`src/rtl/mux_pkg.sv`:
```
// Shared constants, state encoding and width helpers for the operand selector stages.
package mux_pkg;

    localparam int MAX_NUM_IN = 64;

    // Never returns less than 1, so a 2-input selector still gets a 1-bit select.
    function automatic int clog2_min1(input int n);
        int r;
        r = 1;
        while ((1 << r) < n) r = r + 1;
        return r;
    endfunction

    // Width of the packed {data, sel, err} bundle carried through the registers.
    function automatic int bundle_w(input int width, input int sel_w);
        return width + sel_w + 1;
    endfunction

    typedef enum logic [1:0] {
        ST_EMPTY = 2'd0,
        ST_ONE   = 2'd1,
        ST_FULL  = 2'd2
    } pipe_state_e;

endpackage

```
`src/rtl/mux_sel_comb.sv`:
```
// Combinational N:1 selector with force-to-zero and out-of-range detection.
// Zero latency; no handshake, so back-pressure is the caller's concern.
module mux_sel_comb
    import mux_pkg::*;
#(
    parameter int WIDTH  = 32,
    parameter int NUM_IN = 8,
    parameter int SEL_W  = clog2_min1(NUM_IN)
) (
    input  logic [NUM_IN*WIDTH-1:0] in_data,
    input  logic [SEL_W-1:0]        sel,
    input  logic                    force_zero,
    output logic [WIDTH-1:0]        data,
    output logic                    err
);

    logic out_of_range;

    assign out_of_range = (int'(sel) >= NUM_IN);
    assign err          = out_of_range && !force_zero;

    // Indices past NUM_IN never match the loop, so they fall through to zero.
    always_comb begin
        data = '0;
        if (!force_zero) begin
            for (int k = 0; k < NUM_IN; k++) begin
                if (int'(sel) == k) begin
                    data = in_data[k*WIDTH +: WIDTH];
                end
            end
        end
    end

endmodule

```
`src/rtl/mux_sel_pipe.sv`:
```
// Registered N:1 selector with valid/ready handshake; one-cycle latency to out_*.
// A single skid entry behind the output register keeps in_ready free of any path from out_ready.
module mux_sel_pipe
    import mux_pkg::*;
#(
    parameter int WIDTH  = 32,
    parameter int NUM_IN = 8,
    parameter int SEL_W  = clog2_min1(NUM_IN)
) (
    input  logic                    clk,
    input  logic                    rst_n,
    input  logic [NUM_IN*WIDTH-1:0] in_data,
    input  logic [SEL_W-1:0]        sel,
    input  logic                    force_zero,
    input  logic                    in_valid,
    output logic                    in_ready,
    output logic [WIDTH-1:0]        out_data,
    output logic [SEL_W-1:0]        out_sel,
    output logic                    out_err,
    output logic                    out_valid,
    input  logic                    out_ready
);

    localparam int BW = bundle_w(WIDTH, SEL_W);

    if (NUM_IN < 2 || NUM_IN > MAX_NUM_IN) begin : g_bad_num_in
        $error("mux_sel_pipe: NUM_IN out of range 2..64");
    end
    if (SEL_W != clog2_min1(NUM_IN)) begin : g_bad_sel_w
        $error("mux_sel_pipe: SEL_W is derived from NUM_IN and must not be overridden");
    end

    logic [WIDTH-1:0] sel_data;
    logic             sel_err;
    logic [BW-1:0]    in_bundle;
    logic [BW-1:0]    out_q;
    logic [BW-1:0]    skid_q;
    pipe_state_e      state_q;
    pipe_state_e      state_d;
    logic             accept;
    logic             load_out_in;
    logic             load_out_skid;
    logic             load_skid;

    mux_sel_comb #(
        .WIDTH  (WIDTH),
        .NUM_IN (NUM_IN),
        .SEL_W  (SEL_W)
    ) u_sel (
        .in_data    (in_data),
        .sel        (sel),
        .force_zero (force_zero),
        .data       (sel_data),
        .err        (sel_err)
    );

    assign in_bundle = {sel_data, sel, sel_err};

    // Both handshake outputs decode straight from the state register.
    assign in_ready  = (state_q != ST_FULL);
    assign out_valid = (state_q != ST_EMPTY);
    assign accept    = in_valid && in_ready;

    assign out_data = out_q[BW-1 -: WIDTH];
    assign out_sel  = out_q[SEL_W:1];
    assign out_err  = out_q[0];

    always_ff @(posedge clk or negedge rst_n) begin
        if (!rst_n) begin
            state_q <= ST_EMPTY;
        end else begin
            state_q <= state_d;
        end
    end

    always_comb begin
        state_d       = state_q;
        load_out_in   = 1'b0;
        load_out_skid = 1'b0;
        load_skid     = 1'b0;
        case (state_q)
            ST_EMPTY: begin
                if (accept) begin
                    state_d     = ST_ONE;
                    load_out_in = 1'b1;
                end
            end
            ST_ONE: begin
                if (accept && out_ready) begin
                    load_out_in = 1'b1;
                end else if (accept) begin
                    state_d   = ST_FULL;
                    load_skid = 1'b1;
                end else if (out_ready) begin
                    state_d = ST_EMPTY;
                end
            end
            ST_FULL: begin
                if (out_ready) begin
                    state_d       = ST_ONE;
                    load_out_skid = 1'b1;
                end
            end
            default: begin
                state_d = ST_EMPTY;
            end
        endcase
    end

    always_ff @(posedge clk or negedge rst_n) begin
        if (!rst_n) begin
            out_q  <= '0;
            skid_q <= '0;
        end else begin
            if (load_out_skid) begin
                out_q <= skid_q;
            end else if (load_out_in) begin
                out_q <= in_bundle;
            end
            if (load_skid) begin
                skid_q <= in_bundle;
            end
        end
    end

endmodule

```
`config.mk`:
```
export PLATFORM = sky130hd
export DESIGN_NAME = mux_sel_pipe
export DESIGN_NICKNAME = d
export VERILOG_FILES = /design/src/rtl/mux_pkg.sv /design/src/rtl/mux_sel_comb.sv /design/src/rtl/mux_sel_pipe.sv
export SDC_FILE = /design/constraint.sdc
export NUM_CORES = 1
export LEC_CHECK = 0
export ABC_AREA = 1
export BUFFER_PORTS_ARGS = -buffer_cell sky130_fd_sc_hd__buf_2
export CORE_AREA = 2 2 176 109
export DETAILED_ROUTE_END_ITERATION = 12
export DIE_AREA = 0 0 178 111
export PLACE_DENSITY_LB_ADDON = 0.08
export SLEW_MARGIN = 20
export SYNTH_ARGS = -nofsm -noshare
export SYNTH_HDL_FRONTEND = slang
export SYNTH_SLANG_ARGS = --single-unit
```
`constraint.sdc`:
```
create_clock -name clk -period 1.8 [get_ports clk]
set_input_delay 0.36 -clock clk [delete_from_list [all_inputs] [get_ports clk]]
set_output_delay 0.36 -clock clk [all_outputs]
set_load 0.01 [all_outputs]
```
### After elaboration in Yosys (flattened, before gate mapping)

Index checks and enable logic that the tools add are counted.

| cells by class | value |
|---|---|
| reduce and logical (&&, ||, !) cells | 7 |
| muxes and demuxes | 24 |
| equal/unequal tests | 14 |

Operators by type and width:

| cell | count |
|---|---|
| 32-bit 2-to-1 mux | 9 |
| 36-bit 2-to-1 mux | 2 |
| 3-bit == test (second input constant) | 4 |
| 2-bit 2-to-1 mux | 5 |
| 2-bit != test (second input constant) | 4 |
| 3-bit by 2-bit == test with 1-bit output (second input constant) | 2 |
| 1-bit 2-to-1 mux | 6 |
| 2-bit one-hot mux with 3 select lines | 1 |
| 4-bit AND reduction | 1 |
| 2-bit nonzero test | 2 |
| 3-bit by 1-bit == test with 1-bit output (second input constant) | 1 |
| 3-bit logical NOT | 1 |
| 3-bit != test (second input constant) | 1 |
| 2-bit by 1-bit == test with 1-bit output (second input constant) | 1 |
| 2-bit == test (second input constant) | 1 |
| 1-bit logical AND | 2 |
| 2-bit logical NOT | 1 |
| 1-bit one-hot mux with 2 select lines | 1 |

| storage, ports and cells | value |
|---|---|
| output and inout port bits | 38 |
| logic and storage cells | 48 |
| register bits | 73 |

### Depth between registers and ports, before layout

| depth | value |
|---|---|
| depth in word-level cells | 12 |
| mapped depth | 14 |

### By module

A second synthesis with hierarchy kept.

| unflattened totals | value |
|---|---|
| cells, all modules | 976 |
| area, all modules | 5,868.1 µm² |

Modules (own cells, without submodules):

| module | sequential area each (µm²) | cells an instance | area each (µm²) | instances |
|---|---|---|---|---|
| mux_sel_pipe | 1,851.8 | 442 | 3,460.8 | 1 |
| mux_sel_comb | 0.0 | 534 | 2,407.3 | 1 |

### Worst setup path after synthesis

No wires, ideal clock.

| timing | value |
|---|---|
| path kind | input to register |
| from | input port sel[2] |
| to | register out_q[26] |
| stages | 12 |
| required time | 1.683 ns |
| setup time | 0.117 ns |
| data arrival time | 1.490 ns |
| slack | 0.193 ns |
| cell sequence | buf_4 inv_2 buf_6 nor3_4 buf_4 buf_4 a21oi_1 nand4_1 nand2_1 nand2_1 nand2_1 nand2_1 |

| between the ends | value |
|---|---|
| cells in the longest elaborated chain, start to end | 12 |
| elaborated cells between the ends (all ways) | 19 |

Ends and longest elaborated chain:

| element | RTL line | source |
|---|---|---|
| from (decl) | mux_sel_pipe.sv:13 | `input logic [SEL_W-1:0] sel,` |
| 3-bit logical NOT | mux_sel_comb.sv:27 | `if (int'(sel) == k) begin` |
| 32-bit 2-to-1 mux (7 in a row) | mux_sel_comb.sv:27 |  |
| 32-bit 2-to-1 mux (*) | mux_sel_comb.sv:27 |  |
| 32-bit 2-to-1 mux (*) | mux_sel_comb.sv:25 | `if (!force_zero) begin` |
| 36-bit 2-to-1 mux (*) | mux_sel_pipe.sv:117 | `end else if (load_out_in) begin` |
| 36-bit 2-to-1 mux (*) | mux_sel_pipe.sv:115 | `if (load_out_skid) begin` |
| to (signal assigned) | mux_sel_pipe.sv:116 | `out_q <= skid_q;` |
| to (signal assigned) | mux_sel_pipe.sv:118 | `out_q <= in_bundle;` |
| to (decl) | mux_sel_pipe.sv:36 | `logic [BW-1:0] out_q;` |

Mark *: on every way between the ends. The rest lies on a longest branch, timed or not. The select of a mux whose other input is x is not followed.
A chain may end at the register's enable or synchronous reset.

### Worst setup path after layout

| timing | value |
|---|---|
| from | register state_q[1] |
| to | register out_q[11] |

| between the ends | value |
|---|---|
| cells in the longest elaborated chain, start to end | 6 |
| elaborated cells between the ends (all ways) | 12 |

Ends and longest elaborated chain:

| element | RTL line | source |
|---|---|---|
| from (decl) | mux_sel_pipe.sv:38 | `pipe_state_e state_q;` |
| from (signal assigned) | mux_sel_pipe.sv:72 | `state_q <= state_d;` |
| 2-bit != test | mux_sel_pipe.sv:60 | `assign in_ready = (state_q != ST_FULL);` |
| 1-bit logical AND | mux_sel_pipe.sv:62 | `assign accept = in_valid && in_ready;` |
| 1-bit logical AND | mux_sel_pipe.sv:89 | `if (accept && out_ready) begin` |
| 1-bit 2-to-1 mux | mux_sel_pipe.sv:89 |  |
| 1-bit one-hot mux with 2 select lines | mux_sel_pipe.sv:81 | `case (state_q)` |
| 2-bit nonzero test (no source line) | n/a |  |

Several ways; a longest one is shown, not always the timed one.

==> metrics <==
CP Capture Type flip-flop; via density per instance 4.54; initial DRC count 381; Die Span Y ~110 µm; worst endpoint data arrival time 1.81 ns; initial antenna violation count 2; Leak 4.53 nW; DRT antenna net count 0; worst hold-check path type input pin to flip-flop; Die W 178 µm; critical path data required time ~2.0 ns; Routed WL per cell around 15 µm; clock buffer count from CTS 9; final setup TNS 0 ns; status complete, no violations; # IOs roughly 300; Ys Warns 0; Clk Latency, worst-skew pair between 0.3 and 0.4 ns; Synth async-reset ratio 100%; synthesized area 0.00538 mm²; HPWL Detailed 17.9 mm; Max Slew Vio Count 0; DRT Pass-1 Iters 7; Post-Route WL approximately 22 mm; DRC 0; CTS clk-pin slew, worst paths 0.06 ns; Placer Congestion 0.872; Hold Vio Cnt, Final 0; Port Buf Inserts 300; largest net degree at the start of global routing a little over 70; final setup vio count 0; All-Layer GR Usage a little under a quarter; Synthesized Nets 1171; prevailing post-synth register cell dfrtp_1; total power roughly 6.4 mW; Final nets 1481; Reg2Reg Capture Point out_q[11]; Hold EP state_q[0]; Max VDD drop 0.496 mV; first-pass GRT wire length 34.9 mm; fmax approximately 630 MHz; die area a little under 0.02 mm²; DP Worst Slack -0.0578 ns; RSZ-0062 raised after global routing no; Final WS setup 0.213 ns; # H-tree levels 3; RR Startpoint state_q[1]; worst-case clock buffer depth 2; Avg Inst Size Synth between 5 and 6 µm²; Post-Synthesis Cells 907; R2R Setup Slk 0.21 ns; Pwr Density 806 mW/mm²; Tcrit/Tclk final 88.2%; Initial Util between 20% and 30%; FF-to-FF path depth 10; grt total ovfl 0; Root Driver clkbuf_16; HP Start in_valid; CP Launch Type flip-flop; Synth cell types 25; Setup Crit Path Kind flip-flop to flip-flop; crit path from state_q[1]; vias in the first global route 6643; Max-Cap Viols 0; row count 39; Core Area 0.0184 mm²; clock skew 0.00813 ns; post-CTS setup buffers 0; clk sinks 72; post-layout min period 1.59 ns; Seq/Total Area, Yosys 33.5%; flops & latches, synth 72; area delta synth->final 46.9%; Max FO, Critical Path 32; share of layout cells above drive strength 1 33.3%; CTS tree done; Post-synth EDFFs 0; worst hold path depth 2; Vias approximately 6700
==> cells in the mapped netlist (2+ instances only) <==
master      n  share of area [%]
nand2_1   371                 26
nor2_1    180                 13
dfrtp_1    72                 33
inv_1      48                3.3
a21oi_1    40                3.7
nand4_1    34                4.0
nand3_1    33                3.1
clkbuf_1   24                1.7
o21ai_1    23                2.1
nor2_2     20                2.3
buf_2      15                1.4
o21ai_0    13                1.2
buf_4       7               0.98
buf_6       6                1.3
inv_2       5               0.35
nor3_4      3               0.91
or2_2       3               0.35
buf_1       2               0.14
nor3_2      2               0.37
==> what timing repair did <==
action	4_1_cts	5_1_grt
hold buffers	1	0
setup endpoints to repair	0	20
resized for setup	0	2
endpoints found under the hold margin	29	0
==> critical path, cell delays in order, from the launching register on <==
cell	delay [ns]
dfrtp_1	0.38
inv_1	0.08
nor2_2	0.16
inv_1	0.09
nor2_1	0.18
inv_2	0.09
buf_12	0.17
nor2_1	0.09
nor2_1	0.04
nand2_1	0.12
nand2_1	0.07
==> cell type report <==
type	instances	area, µm²
antenna	3	7.51
clock buffer	10	239
clock inverter	6	68.8
fill	2017	10500
inverter	54	205
multi-input combinational	727	3110
sequential	72	1800
tap	246	308
timing repair buffer	353	2160
==> worst max path at each step <==
stage	end	slack [ns]	cells after the start
after floorplan	out_q[26]	0.19	12
after global placement	out_q[11]	-0.06	12
after detailed placement	out_q[18]	-0.06	13
after CTS	out_q[21]	0.08	10
after global routing	out_q[18]	0.06	10
final	out_q[11]	0.21	10
==> routing by layer <==
layer	share of wire (%)	up-vias	track usage, %	routed length [µm]
met4	1.8	0	5.41	395
met1	44	2963	29.0	9830
li1	-	3442	-	-
met2	46	252	38.0	10300
met3	8.2	21	5.90	1850
met5	0	-	0	0
==> state kept, by name, summed over array words and instances, names as in the netlist <==
name,count
skid_q,35
state_q,2
out_q,35
==> cell usage in the layout, fill, tap and decap left out, types with 3 or more instances in the layout <==
master,synthesis,routed
buf_2,15,299
nor2_2,20,21
clkbuf_16,0,9
nand3_1,33,33
buf_4,7,32
dfrtp_1,72,72
o21ai_0,13,13
or2_2,3,3
diode_2,0,3
o21ai_1,23,23
a21oi_1,40,40
clkinvlp_4,0,4
inv_2,5,6
nand4_1,34,34
buf_12,0,20
nand2_1,371,371
inv_1,48,47
nor3_4,3,5
nor2_1,180,179
==> where the power goes <==
group          switching [mW]  internal, mW  total (mW)
Combinational            1.22         0.935        2.16
Sequential              0.285          2.11        2.39
Clock                   0.711          1.11        1.82
==> logic make-up (layout without fill, tap and decap cells) <==
kind of cell	count (synthesis)	count (layout)	synth area share [%]
and+or+nand+nor	648	648	49.8
other	1	4	0.0697
buffers and inverters	108	423	9.26
AOI/OAI and AO/OA	78	78	7.35
DFF	72	72	33.5
==> per-stage QoR <==
step | instances | hold WS, ns | util [%] | instance area [µm²]
2_1_floorplan | 907 | 0.0644 | - | 5380
3_3_place_gp | 1451 | 0.342 | 41.2 | 7570
3_5_place_dp | 1451 | 0.340 | 41.2 | 7570
4_1_cts | 1468 | 0.250 | 42.9 | 7890
5_1_grt | 1468 | 0.267 | 42.9 | 7900
6_report | 1471 | 0.263 | 43.0 | 7900
Power figures use the tool's default switching activity.
